$ cat src/rtl/counter_pkg.sv
// Shared definitions for the modulo counter family.
//   DIR_UP / DIR_DOWN : values of the 'up' direction input.
//   digit_width()     : bits needed to hold one digit of a given modulus.
//   clamp_digit()     : limits a digit value to mod-1 (digits are at most 8 bits).
package counter_pkg;

  localparam logic DIR_UP   = 1'b1;
  localparam logic DIR_DOWN = 1'b0;

  // A modulus of 2 still needs one bit; $clog2(2) already gives 1, the guard
  // covers any caller passing a degenerate modulus.
  function automatic int unsigned digit_width(input int unsigned mod);
    if (mod <= 2) return 1;
    return $clog2(mod);
  endfunction

  function automatic logic [7:0] clamp_digit(input logic [7:0] d,
                                             input int unsigned mod);
    if (32'(d) >= mod) return 8'(mod - 1);
    return d;
  endfunction

endpackage

$ cat src/rtl/modn_digit.sv
// One modulo-MOD digit of the cascade counter.
// Ports:
//   clk        rising-edge clock
//   clr        asynchronous active-low reset, digit -> 0
//   step       advance this digit on the edge (lowest priority)
//   up         direction, 1 = up, 0 = down
//   sclr       synchronous clear (highest priority)
//   load       synchronous load of load_digit (clamped to MOD-1)
//   load_digit value to load
//   q_digit    current digit value
//   at_term    digit sits at its terminal value for the current direction
module modn_digit
  import counter_pkg::*;
#(
  parameter int MOD = 6,
  parameter int W   = 3
) (
  input  logic         clk,
  input  logic         clr,
  input  logic         step,
  input  logic         up,
  input  logic         sclr,
  input  logic         load,
  input  logic [W-1:0] load_digit,
  output logic [W-1:0] q_digit,
  output logic         at_term
);

  localparam logic [W-1:0] MAX = W'(MOD - 1);

  logic [W-1:0] q_q;
  logic [W-1:0] q_d;
  logic [W-1:0] load_clamped;

  assign load_clamped = W'(clamp_digit(8'(load_digit), MOD));

  assign at_term = (up == DIR_UP) ? (q_q == MAX) : (q_q == '0);

  // Out-of-range values (only reachable by a glitch) fold back into range:
  // up goes to 0, down goes to MAX.
  always_comb begin
    q_d = q_q;
    if (sclr) begin
      q_d = '0;
    end else if (load) begin
      q_d = load_clamped;
    end else if (step) begin
      if (up == DIR_UP) begin
        if (q_q >= MAX) q_d = '0;
        else            q_d = q_q + W'(1);
      end else begin
        if ((q_q == '0) || (q_q > MAX)) q_d = MAX;
        else                            q_d = q_q - W'(1);
      end
    end
  end

  always_ff @(posedge clk or negedge clr) begin
    if (!clr) q_q <= '0;
    else      q_q <= q_d;
  end

  assign q_digit = q_q;

endmodule

$ cat src/rtl/modn_cascade_counter.sv
// Synchronous cascade of DIGITS modulo-MOD digits with up/down, enable,
// synchronous clear/load, a combinational cascade carry and a registered
// wrap pulse. All flops share clk; carries are enables, never clocks.
// Ports:
//   clk        rising-edge clock
//   clr        asynchronous active-low reset (q and wrap -> 0)
//   en         count enable
//   up         direction, 1 = up, 0 = down
//   sclr       synchronous clear, beats load and en
//   load       synchronous parallel load, beats en
//   load_val   load value, digit i in [i*W +: W]
//   q          count, digit 0 least significant
//   carry_out  en and every digit at its terminal value (0 during sclr/load)
//   wrap       one-cycle pulse after an edge where carry_out was 1
module modn_cascade_counter
  import counter_pkg::*;
#(
  parameter int MOD    = 6,
  parameter int DIGITS = 2
) (
  input  logic                                  clk,
  input  logic                                  clr,
  input  logic                                  en,
  input  logic                                  up,
  input  logic                                  sclr,
  input  logic                                  load,
  input  logic [DIGITS*digit_width(MOD)-1:0]    load_val,
  output logic [DIGITS*digit_width(MOD)-1:0]    q,
  output logic                                  carry_out,
  output logic                                  wrap
);

  localparam int W = digit_width(MOD);

  logic [DIGITS-1:0] step;
  logic [DIGITS-1:0] at_term;
  logic              wrap_q;
  logic              wrap_d;

  // step[i] = en & at_term[0] & ... & at_term[i-1]; the digits themselves
  // give sclr/load priority over step.
  for (genvar i = 0; i < DIGITS; i++) begin : g_digit
    if (i == 0) begin : g_first
      assign step[i] = en;
    end else begin : g_rest
      assign step[i] = step[i-1] & at_term[i-1];
    end

    modn_digit #(
      .MOD (MOD),
      .W   (W)
    ) u_digit (
      .clk        (clk),
      .clr        (clr),
      .step       (step[i]),
      .up         (up),
      .sclr       (sclr),
      .load       (load),
      .load_digit (load_val[i*W +: W]),
      .q_digit    (q[i*W +: W]),
      .at_term    (at_term[i])
    );
  end

  assign carry_out = step[DIGITS-1] & at_term[DIGITS-1] & ~sclr & ~load;

  // carry_out is already 0 under sclr/load, so wrap clears on those edges.
  assign wrap_d = carry_out;

  always_ff @(posedge clk or negedge clr) begin
    if (!clr) wrap_q <= 1'b0;
    else      wrap_q <= wrap_d;
  end

  assign wrap = wrap_q;

endmodule

$ cat config.mk
export PLATFORM = sky130hd
export DESIGN_NAME = modn_cascade_counter
export DESIGN_NICKNAME = d
export VERILOG_FILES = /design/src/rtl/counter_pkg.sv /design/src/rtl/modn_digit.sv /design/src/rtl/modn_cascade_counter.sv
export SDC_FILE = /design/constraint.sdc
export NUM_CORES = 1
export LEC_CHECK = 0
export CELL_PAD_IN_SITES_DETAIL_PLACEMENT = 1
export CELL_PAD_IN_SITES_GLOBAL_PLACEMENT = 1
export CORE_ASPECT_RATIO = 0.75
export CORE_UTILIZATION = 30
export CTS_CLUSTER_DIAMETER = 200
export DETAILED_ROUTE_END_ITERATION = 8
export GPL_TIMING_DRIVEN = 0
export HOLD_SLACK_MARGIN = 0.06
export MAX_ROUTING_LAYER = met4
export PLACE_DENSITY_LB_ADDON = 0.2
export SLEW_MARGIN = 20
export SYNTH_ARGS = -nofsm -noshare
export SYNTH_HDL_FRONTEND = slang
export SYNTH_SLANG_ARGS = --single-unit
$ cat constraint.sdc
create_clock -name clk -period 2 [get_ports clk]
set_clock_uncertainty 0.05 [all_clocks]
set_input_delay 0.4 -clock clk [delete_from_list [all_inputs] [get_ports clk]]
set_output_delay 0.4 -clock clk [all_outputs]
set_load 0.01 [all_outputs]
Word-level counts from Yosys, hierarchy flattened
Index checks and enable logic that the tools add are counted.
Widths: inputs -> output; s select.

word-level totals
  register bits after elaboration = 7
  output and inout port bits = 8
  word-level logic and storage cells = 47
  bits of input ports = 12

operators by class
  magnitude comparators = 6
  mux-type cells = 20
  reductions and logical operators = 6
  $add $sub $neg = 4
  eq/ne operators = 2
  bitwise gates (word level) = 6

operators by type and width
  kind                 count
  $mux 3               16
  $ge 3x3->1 const B   4
  $add 3x1->3 const B  2
  $eq 3x3->1 const B   2
  $gt 3x3->1 const B   2
  $logic_not 3->1      2
  $reduce_bool 3->1    2
  $sub 3x1->3 const B  2
  $and 1x1->1          4
  $mux 1               4
  $logic_or 1x1->1     2
  $not 1->1            2

Logic depth before layout (Yosys ltp)
  depth in word-level cells = 7
  mapped depth = 7
  mapped depth without buffers = 7

Modules after synthesis
Synthesis repeated with hierarchy kept, for this count alone.

second synthesis, totals
  cells, all modules = 90
  area, all modules = 789.5 µm²

modules (own cells, without submodules)
  module                cells an instance  area each (µm²)  seq. area each (µm²)  times used
  modn_digit            43                 372.9            75.1                  2
  modn_cascade_counter  4                  43.8             25.0                  1

Worst setup path before layout
OpenSTA, ideal clock, no wires.

  path type = reg2out
  from = reg g_digit[0].u_digit.q_q[0]
  to = out carry_out
  path slack = 16 ps
  arrival = 1534 ps
  cell stages (with the launch flop) = 6
  path buffers = 0
  data required time = 1550 ps
  cell sequence = dfrtp_1 -> inv_1 -> ha_1 -> nor3b_2 -> o21ai_2 -> nor4_1

between the ends
  word-level cells in the longest chain between the ends = 6
  elaborated cells between the ends (all ways) = 7
  classes of those cells = eq/ne: 1; mux: 1; bitwise: 4; reduce/logical: 1

RTL lines
  what                                                  RTL line                    source
  from (decl)                                           modn_digit.sv:31            logic [W-1:0] q_q;
  from (signal assigned)                                modn_digit.sv:60            else q_q <= q_d;
  $eq 3x3->1 / $logic_not 3->1 (equally long branches)  modn_digit.sv:37            assign at_term = (up == DIR_UP) ? (q_q == MAX) : (q_q == '0);
  $mux 1 *                                              modn_digit.sv:37
  $and 1x1->1 *                                         modn_cascade_counter.sv:46  assign step[i] = step[i-1] & at_term[i-1];
  $and 1x1->1 * (3 in a row)                            modn_cascade_counter.sv:65  assign carry_out = step[DIGITS-1] & at_term[DIGITS-1] & ~sclr & ~load;
  to (decl)                                             modn_cascade_counter.sv:29  output logic carry_out,

Every way passes the cells marked *; elsewhere a longest branch is shown, timed or not.

Worst setup path in the final report
  from = reg g_digit[1].u_digit.q_q[1]
  to = out carry_out

between the ends
  word-level cells in the longest chain between the ends = 5
  elaborated cells between the ends (all ways) = 6
  classes of those cells = eq/ne: 1; mux: 1; bitwise: 3; reduce/logical: 1

RTL lines
  what                                                  RTL line
  from (decl)                                           modn_digit.sv:31
  from (signal assigned)                                modn_digit.sv:60
  $eq 3x3->1 / $logic_not 3->1 (equally long branches)  modn_digit.sv:37
  $mux 1 *                                              modn_digit.sv:37
  $and 1x1->1 * (3 in a row)                            modn_cascade_counter.sv:65

Marked as above.

==> run metrics <==
TNS Setup=-0.1534 ns; flop-to-flop setup slack=-0.01 ns; R2R depth=7; Rows=14; worst hold path class=in -> async; fin. max-slew vios=0; failing checks=setup timing; Post-synth top cells=a21oi_1, ha_1, dfrtp_1, nand2_1, nor2_1; io pins=20; area leader, netlist=dfrtp_1; Clock transition at path regs=~0.05 ns; share of the synthesized area in the top cell type=between 20% and 30%; clk_lat worst skew=between 0.2 and 0.3 ns; required time worst endpoint=roughly 1.6 ns; Core Region=around 2100 µm²; met3 wire len=roughly 120 µm; Syn Nets=around 110; ANT cells=0; Syn Area/Cell=just under 8 µm²; die area=roughly 2600 µm²; total CTS buffers=3; initial antenna violation count=0; nets=148; Max Used Layer=met4; Setup CP Type=reg -> out; metal2 WL=1.376 mm; minimum clock period=between 2 and 2.5 ns; Worst-Margin Slew=0.4041 ns; hold-fix buffer count after cts=0; Ys Warns=0; first-pass GRT wire length=~4 mm; vias in the first global route=about 850; Cell Area, Synth=709.4 µm²; Die Height=44.12 µm; Overflow after GRT=0; unrepaired setup endpoints after global routing=true; WP data arrival=between 1.5 and 2 ns; design area=1210 µm²; DR pass1 iterations=4; Worst R2R End=g_digit[1].u_digit.q_digit[0]; initial DRC count=20; total clock sinks=7; maxcap violations=0; final setup margin=-0.1407 ns; Static Leakage=approximately 0.47 nW; post-place instance area=929.6 µm²; DR vias=between 800 and 900; remaining antenna violation count=0; H-tree depth=1; Final Util=between 50% and 60%; Critical R2R Launch=g_digit[0].u_digit.q_digit[1]; final hold vios=0; status=finished, violations left; CP Launch Type=register; post-route met1 wirelength=1.323 mm; total track usage=a little over a fifth; Slew headroom=between 70% and 80%; CP Capture Type=output port; setup violators final=2; Via density=5.371; register area share after synthesis=between 20 and 25%; Port Buffer Count=18; CTS tree=done; top_reg_cell synth=dfrtp_1; worst slack, placed=-1.017 ns; Area contributors post-synth=dfrtp_1, ha_1, a21oi_1; post-route total power=roughly 570 µW; Routed Wire Length=2.862 mm; routed length per placed instance=about 18 µm; Cells after Synth=92; Chip Width=around 58 µm; Yosys reg bits=7; Crit Path Max Fanout=6; Clock Path Buffers=2; DRC=0; period utilisation layout=107.0%; pin count of the biggest net entering global routing=13; f_max=between 400 and 500 MHz; area grow syn2layout=70.55%; Max IR drop VDD=roughly 0.33 mV; Final GP Congestion=a little under 0.8; Initial Utilization=33.47%; synth unique cells=33; layout cells sized above 1=~35%; Detail Placement HPWL=1.710 mm; most common cell in the synthesized netlist=a21oi_1; Power Density=approximately 470 nW/µm²; CTS root buffer=clkbuf_4; fraction of registers with async set/reset=100.0%; count of flip-flops with a built-in enable after synthesis=0
per-layer routing:
metal | vias to the layer above | track usage [%]
met1 | 413 | 28.01
met3 | 4 | 2.339
met5 | - | -
met4 | 0 | 11.90
li1 | 406 | -
met2 | 31 | 34.48
placed cells by master, fill, tap and decap left out, drive strengths merged, types with 2 or more instances in the layout:
cell            n
clkdlybuf4s50  16
a21oi          13
nor2            7
dfrtp           7
nor3            4
nand2b          3
a211oi          4
nor4            3
clkbuf          6
nor3b           2
ha              8
o21ai           4
inv             6
nor2b           2
nand3b          2
buf            17
and3            2
nand2           7
power by group:
group | internal [mW] | switching (mW)
clock network | 0.0758 | 0.0470
logic | 0.137 | 0.137
registers | 0.153 | 0.0189
worst max path at each step:
| stage | from | endpoint | slack (ns) | depth (start not counted) |
|---|---|---|---|---|
| 5_1_grt | g_digit[1].u_digit.q_digit[1] | carry_out | -0.19 | 7 |
| 3_3_place_gp | up | carry_out | -0.92 | 5 |
| 3_5_place_dp | up | carry_out | -1.02 | 5 |
| 4_1_cts | g_digit[0].u_digit.q_digit[0] | carry_out | -0.05 | 6 |
| 6_report | g_digit[1].u_digit.q_digit[1] | carry_out | -0.14 | 7 |
| 2_1_floorplan | g_digit[0].u_digit.q_digit[0] | carry_out | 0.02 | 5 |
through the flow:
stage,hold WS [ns],cells
3_3_place_gp,0.6144,142
4_1_cts,0.3502,154
2_1_floorplan,0.05441,92
5_1_grt,0.3751,159
6_report,0.3491,159
3_5_place_dp,0.6191,142
kinds of logic after synthesis:
kind of cell	Yosys count	synth area share, %
AND/OR/NAND/NOR	36	27.87
AO/OA/AOI/OAI	29	25.93
buffers and inverters	11	5.995
adder cells (fa/ha/maj)	8	14.11
flip-flops	7	24.69
multiplexers	1	1.411
flip-flops by register name, indices dropped and copies added, names as in the netlist:
name                     count
g_digit.u_digit.q_digit      6
wrap                         1
cell type report:
type                    instances  area, µm²
clock buffers                   4      26.28
well taps                      32      40.04
plain buffers                   4      30.03
fillers                       255      909.6
repair buffers                 32      281.5
multi-input cells              74      620.6
flip-flops and latches          7      181.4
inverters                       6      30.03
critical path: stages, from the launching register on:
cell and delay (ns):
dfrtp_2 0.42, inv_4 0.10, ha_4 0.16, nand2b_4 0.06, nor2_4 0.14, a31oi_4 0.06, nor4_4 0.32, buf_2 0.18
timing repair:
| action | 4_1_cts | 5_1_grt |
|---|---|---|
| setup buffers | 9 | 5 |
| pin swaps | 3 | 4 |
| resized for setup | 32 | 14 |
| setup endpoints to repair | 5 | 4 |
Note: power is estimated with default switching activity, not from simulation.
